<file path="src/rtl/uart_arb_pkg.sv">
// Purpose: shared definitions for the UART transmit arbiter and related blocks.
// Latency: n/a (types and constants only).
// Backpressure: n/a.
// Contents: FSM state encoding and default guard/timeout constants.
package uart_arb_pkg;

  // Arbiter FSM states, 2-bit encoding.
  typedef enum logic [1:0] {
    ST_IDLE      = 2'd0,
    ST_SEND      = 2'd1,
    ST_WAIT_BUSY = 2'd2,
    ST_GUARD     = 2'd3
  } arb_state_t;

  // Guard gap after busy falls; must track the transmitter's RCONST.
  localparam int DEF_GUARD_CYCLES   = 209;
  // Idle clocks an owner may stall mid-packet before losing the grant.
  localparam int DEF_TIMEOUT_CYCLES = 65535;
  // Timeout counter width; saturates at all-ones.
  localparam int TOUT_CNT_W         = 16;

endpackage

</file>
<file path="src/rtl/uart_tx_arbiter_rr_pick.sv">
// Purpose: round-robin winner select: first request at or after ptr, wrapping.
// Latency: combinational.
// Backpressure: none; pure function of req and ptr.
// Ports: req (N request bits), ptr (start index, must be < N),
//        gnt (one-hot winner), vld (at least one request present).
module rr_pick #(
  parameter int N     = 4,
  parameter int PTR_W = $clog2(N)
) (
  input  logic [N-1:0]     req,
  input  logic [PTR_W-1:0] ptr,
  output logic [N-1:0]     gnt,
  output logic             vld
);

  logic [PTR_W:0]   scan_sum;
  logic [PTR_W-1:0] scan_idx;

  always_comb begin
    gnt      = '0;
    vld      = 1'b0;
    scan_sum = '0;
    scan_idx = '0;
    for (int i = 0; i < N; i++) begin
      // One extra bit keeps ptr+i from overflowing before the wrap.
      scan_sum = {1'b0, ptr} + (PTR_W + 1)'(i);
      if (scan_sum >= (PTR_W + 1)'(N)) begin
        scan_sum = scan_sum - (PTR_W + 1)'(N);
      end
      scan_idx = scan_sum[PTR_W-1:0];
      if (!vld && req[scan_idx]) begin
        gnt[scan_idx] = 1'b1;
        vld           = 1'b1;
      end
    end
  end

endmodule

</file>
<file path="src/rtl/uart_tx_arbiter.sv">
// Purpose: packet-level round-robin arbiter sharing one serial_tx among N_REQ byte streams.
// Latency: req sampled at edge k -> grant after k -> tx_send/ack after k+1.
// Backpressure: requester holds req/data until ack; non-owners wait for packet end or owner timeout.
// Ports: clk, reset (async active-low), req/data/last (per requester), ack/grant (per requester),
//        tx_byte/tx_send (to serial_tx sbyte/send), tx_busy (from serial_tx busy).
module uart_tx_arbiter
  import uart_arb_pkg::*;
#(
  parameter int N_REQ          = 4,
  parameter int GUARD_CYCLES   = DEF_GUARD_CYCLES,
  parameter int TIMEOUT_CYCLES = DEF_TIMEOUT_CYCLES
) (
  input  logic               clk,
  input  logic               reset,
  input  logic [N_REQ-1:0]   req,
  input  logic [8*N_REQ-1:0] data,
  input  logic [N_REQ-1:0]   last,
  output logic [N_REQ-1:0]   ack,
  output logic [N_REQ-1:0]   grant,
  output logic [7:0]         tx_byte,
  output logic               tx_send,
  input  logic               tx_busy
);

  localparam int PTR_W = $clog2(N_REQ);
  localparam int GW    = (GUARD_CYCLES < 1) ? 1 : $clog2(GUARD_CYCLES + 1);
  localparam logic [31:0] GUARD_LIM = 32'(GUARD_CYCLES);
  localparam logic [31:0] TOUT_LIM  = 32'(TIMEOUT_CYCLES);

  arb_state_t            state;
  logic [PTR_W-1:0]      ptr;
  logic [PTR_W-1:0]      owner;
  logic                  pend_last;
  logic                  seen_busy;
  logic                  wb_cnt;
  logic [GW-1:0]         guard_cnt;
  logic [TOUT_CNT_W-1:0] tout_cnt;

  logic [N_REQ-1:0]      pick_gnt;
  logic                  pick_vld;
  logic [PTR_W-1:0]      pick_idx;
  logic                  own_req;
  logic                  own_last;
  logic [7:0]            own_data;
  logic [PTR_W-1:0]      ptr_after_owner;
  logic [TOUT_CNT_W-1:0] tout_nxt;
  logic                  tout_hit;
  logic                  guard_done;

  rr_pick #(
    .N     (N_REQ),
    .PTR_W (PTR_W)
  ) u_rr_pick (
    .req (req),
    .ptr (ptr),
    .gnt (pick_gnt),
    .vld (pick_vld)
  );

  // One-hot winner to index, and owner's request lane mux.
  always_comb begin
    pick_idx = '0;
    own_req  = 1'b0;
    own_last = 1'b0;
    own_data = 8'h00;
    for (int i = 0; i < N_REQ; i++) begin
      if (pick_gnt[i]) begin
        pick_idx = PTR_W'(i);
      end
      if (owner == PTR_W'(i)) begin
        own_req  = req[i];
        own_last = last[i];
        own_data = data[8*i +: 8];
      end
    end
  end

  assign ptr_after_owner = (owner == PTR_W'(N_REQ - 1)) ? '0 : owner + 1'b1;
  assign tout_nxt        = (&tout_cnt) ? tout_cnt : tout_cnt + 1'b1;
  // A limit beyond the counter range is never reached, which also disables it.
  assign tout_hit        = (TOUT_LIM != 32'd0) && (32'(tout_nxt) >= TOUT_LIM);
  assign guard_done      = (32'(guard_cnt) + 32'd1) >= GUARD_LIM;

  always_ff @(posedge clk or negedge reset) begin
    if (!reset) begin
      state     <= ST_IDLE;
      ptr       <= '0;
      owner     <= '0;
      pend_last <= 1'b0;
      seen_busy <= 1'b0;
      wb_cnt    <= 1'b0;
      guard_cnt <= '0;
      tout_cnt  <= '0;
      ack       <= '0;
      grant     <= '0;
      tx_byte   <= 8'h00;
      tx_send   <= 1'b0;
    end else begin
      // ack and tx_send are single-cycle pulses.
      ack     <= '0;
      tx_send <= 1'b0;
      case (state)
        ST_IDLE: begin
          if (pick_vld) begin
            owner    <= pick_idx;
            grant    <= pick_gnt;
            tout_cnt <= '0;
            state    <= ST_SEND;
          end
        end

        ST_SEND: begin
          if (own_req) begin
            tx_byte   <= own_data;
            tx_send   <= 1'b1;
            ack       <= grant;
            pend_last <= own_last;
            tout_cnt  <= '0;
            seen_busy <= 1'b0;
            wb_cnt    <= 1'b0;
            state     <= ST_WAIT_BUSY;
          end else if (tout_hit) begin
            // Owner stalled mid-packet: revoke and move priority past it.
            grant    <= '0;
            ptr      <= ptr_after_owner;
            tout_cnt <= '0;
            state    <= ST_IDLE;
          end else begin
            tout_cnt <= tout_nxt;
          end
        end

        ST_WAIT_BUSY: begin
          if (!seen_busy) begin
            // Busy never rising by the second cycle is treated as seen so a
            // missing or dead transmitter cannot wedge the arbiter.
            if (tx_busy || wb_cnt) begin
              seen_busy <= 1'b1;
            end else begin
              wb_cnt <= 1'b1;
            end
          end else if (!tx_busy) begin
            guard_cnt <= '0;
            state     <= ST_GUARD;
          end
        end

        ST_GUARD: begin
          if (guard_done) begin
            guard_cnt <= '0;
            if (pend_last) begin
              grant <= '0;
              ptr   <= ptr_after_owner;
              state <= ST_IDLE;
            end else begin
              state <= ST_SEND;
            end
          end else begin
            guard_cnt <= guard_cnt + 1'b1;
          end
        end

        default: state <= ST_IDLE;
      endcase
    end
  end

endmodule

</file>
<file path="config.mk">
export PLATFORM = sky130hd
export DESIGN_NAME = uart_tx_arbiter
export DESIGN_NICKNAME = d
export VERILOG_FILES = /design/src/rtl/uart_arb_pkg.sv /design/src/rtl/uart_tx_arbiter_rr_pick.sv /design/src/rtl/uart_tx_arbiter.sv
export SDC_FILE = /design/constraint.sdc
export NUM_CORES = 1
export LEC_CHECK = 0
export CORE_ASPECT_RATIO = 1.2
export CORE_MARGIN = 3
export CORE_UTILIZATION = 54
export CTS_CLUSTER_DIAMETER = 60
export DETAILED_ROUTE_END_ITERATION = 12
export PLACE_DENSITY_LB_ADDON = 0.15
export SETUP_SLACK_MARGIN = 0.5
export SYNTH_ARGS = -nofsm -noshare
export SYNTH_HDL_FRONTEND = slang
export SYNTH_HIERARCHICAL = 1
export SYNTH_SLANG_ARGS = --single-unit
</file>
<file path="constraint.sdc">
create_clock -name clk -period 2.8 [get_ports clk]
set_input_delay 0.56 -clock clk [delete_from_list [all_inputs] [get_ports clk]]
set_output_delay 0.56 -clock clk [all_outputs]
set_load 0.02 [all_outputs]
</file>
==> out/metrics.cfg <==
[run_status]
status=finished, final reports clean

[sta]
slew_headroom_pct=58.5
fin_setup_tns_ns=0
skew_ns=0.0114
finalCritPeriodShare_pct=90.2
finalSetupViolations=0
tightest_slew_ns=0.623
max_freq_mhz=396
period_needed_ns=2.52
finalHoldViolCount=0
grt_setup_unrepaired=true
drv_slew=0

[synth]
synth_cells=425
synth-seq-cells=50
yosys.area_share.simple_pct=22.2
synth-seq-area-share_pct=34.7
synth-edff-count=0
synth_compound_area_share_pct=25.9
synth_top_family_by_area=compound AO/OA/AOI/OAI gates
synthAdderAreaFrac_pct=4.51
ys.flop_type=dfrtp_1
synth_nets=481
avgSynthCellArea_sq_um=8.49
synthXorXnorAreaFrac_pct=1.21
yosys-mux-area-fraction_pct=5.23
synth_cell_types=59
ys_warn_count=6
synth_area_sq_mm=0.00361
async_flop_share_pct=100

[power]
power.density_mw_per_mm2=263
report.power.total_mw=1.31
leakage_nw=1.96
peakVddDrop_v=0.000178

[critical_path]
worstSetupPathType=reg2reg
r2r_start=tout_cnt[1]
crit_arrival_ns=2.73
required_ns=3.01
startpoint=tout_cnt[1]
path_max_fanout=5
worst_setup_path_end_kind=register
startpoint_type=register

[clocking]
cts_buffer_depth=2
clock_latency_ns=0.31
cts_hold_buf=0
cts_max_level=2
cts_tree=yes
numCtsBuffers=5
clock-sinks=50
clk_pin_slew_worst_paths_ns=0.10
cts_root_buf=clkbuf_8

[job]
max_cap_viol_count=0

[global_routing]
grt_pass1_wl_mm=14.9
grt_remaining_overflow=0
antenna_found_initial=0
grt_pass1_vias=3251
grt_util_all_layers_pct=24.3
grt_max_degree=30

[final_layout]
n_antenna_cell=0
mostFrequentLayoutCells=clkdlybuf4s50_1, nor2_1, dfrtp_1
fin_nets=558
fin_util_pct=77.2
n_fill_cell=452
area_growth_pct=37.8
drive_gt1_share_pct=25.8
layout.cells.most_common=clkdlybuf4s50_1

[route]
routedWlPerCell_um=16.6
vias=3565
drc=0
dr.pass1.iters=5
routed_wl_mm=9.79
drt-initial-drc-count=264
vias_per_cell=6.06
ant_nets=0

[die]
pin_count=60
die_y_um=95.6
dieArea_sq_mm=0.00771
initial_core_util_pct=56.0
core.rowCount=32
core_sq_mm=0.00645
dieWidth_um=80.6

[hold_path]
hold_path.class=in2async

[placement]
portBuffers=59
dp_hpwl_mm=6.61
gp_congestion=0.915

-- path summary, 6_finish.rpt --
check	slack, ns	cells past startpoint	to
max	0.28	9	grant[2]
min	0.25	1	tout_cnt[10]
min in group clk	0.49	2	tx_byte[6]
max in group asynchronous	1.99	2	tout_cnt[5]
min reg2reg	0.49	2	tx_byte[6]
max reg2reg	0.28	9	grant[2]
-- cells in the mapped netlist, drive strengths merged (7+ instances only) --
cell / n / area (sq um)
nand2: 37 / 139
ha: 13 / 163
nand3: 17 / 85.1
inv: 16 / 60.1
nor2: 46 / 173
a21oi: 47 / 235
nor4: 7 / 71.3
dfrtp: 50 / 1250
a22oi: 9 / 67.6
nand4: 7 / 56.3
clkbuf: 13 / 48.8
o22ai: 7 / 43.8
nand2b: 9 / 56.3
mux2i: 11 / 110
o2bb2ai: 9 / 85.1
o21ai: 31 / 155
a31oi: 15 / 93.8
buf: 15 / 116
-- state kept, by name, summed over array words and instances, names as in the netlist, named ones only --
register,cells
pend_last,1
wb_cnt,1
state,1
guard_cnt,8
seen_busy,1
ptr,2
owner,2
tx_byte,8
ack,4
tout_cnt,16
grant,4
tx_send,1
-- through the flow --
stage          hold WS (ns)  worst slack, ns  instance area [sq um]  cells
5_1_grt               0.287            0.180                   4970    588
2_1_floorplan         0.264            0.359                   3690    425
3_3_place_gp          0.465            0.189                   4380    559
4_1_cts               0.269            0.196                   4630    579
6_report              0.249            0.275                   4970    588
3_5_place_dp          0.475           0.0743                   4380    559
-- cells by family (layout without fill, tap and decap cells) --
| kind of cell | after synthesis | in the layout |
|---|---|---|
| xor+xnor | 5 | 5 |
| simple gates | 153 | 153 |
| flops | 50 | 50 |
| fa+ha+maj | 13 | 13 |
| compound gates | 142 | 142 |
| buf+inv | 45 | 123 |
| mux | 17 | 17 |
-- final cells by class --
cell class | count | area [sq um] | share of cell area, %
timing repair buffer | 98 | 950 | 19.1
sequential | 50 | 1260 | 25.4
clock inverter | 2 | 17.5 | 0.352
inverter | 17 | 63.8 | 1.28
clock buffer | 6 | 82.6 | 1.66
tap | 85 | 106 | 2.14
multi-input combinational | 330 | 2490 | 50.1
-- where the power goes --
part / total, mW / internal (mW) / switching (mW)
logic: 0.135 / 0.0787 / 0.0564
registers: 0.721 / 0.721 / 0
clock network: 0.452 / 0.204 / 0.249
-- routing by layer --
layer  share of wire (%)  vias to the layer above  wire length, um  track usage (%)
met4                 2.4                        0              232             9.44
met5                   0                        -                0                0
met3                 5.6                       19              549             4.35
li1                    -                     1719                -                -
met1                  41                     1686             4020             29.7
met2                  51                      141             4990             42.3
-- worst max-delay path, stage by stage, from the launching register on --
cell and delay [ns]:
dfrtp_2 0.44, ha_4 0.19, xor2_1 0.16, a21oi_1 0.09
or4_4 0.58, nor4_4 0.15, nand4_1 0.18, buf_4 0.19
a31o_4 0.24, a22o_1 0.21
-- what timing repair did --
action | 4_1_cts | 5_1_grt
endpoints found under the setup margin | 46 | 43
buffers inserted | 12 | 7
gates cloned | 0 | 2
gates resized for setup | 18 | 51
pin swaps | 20 | 15
No activity file was read; power rests on OpenSTA's default activity.
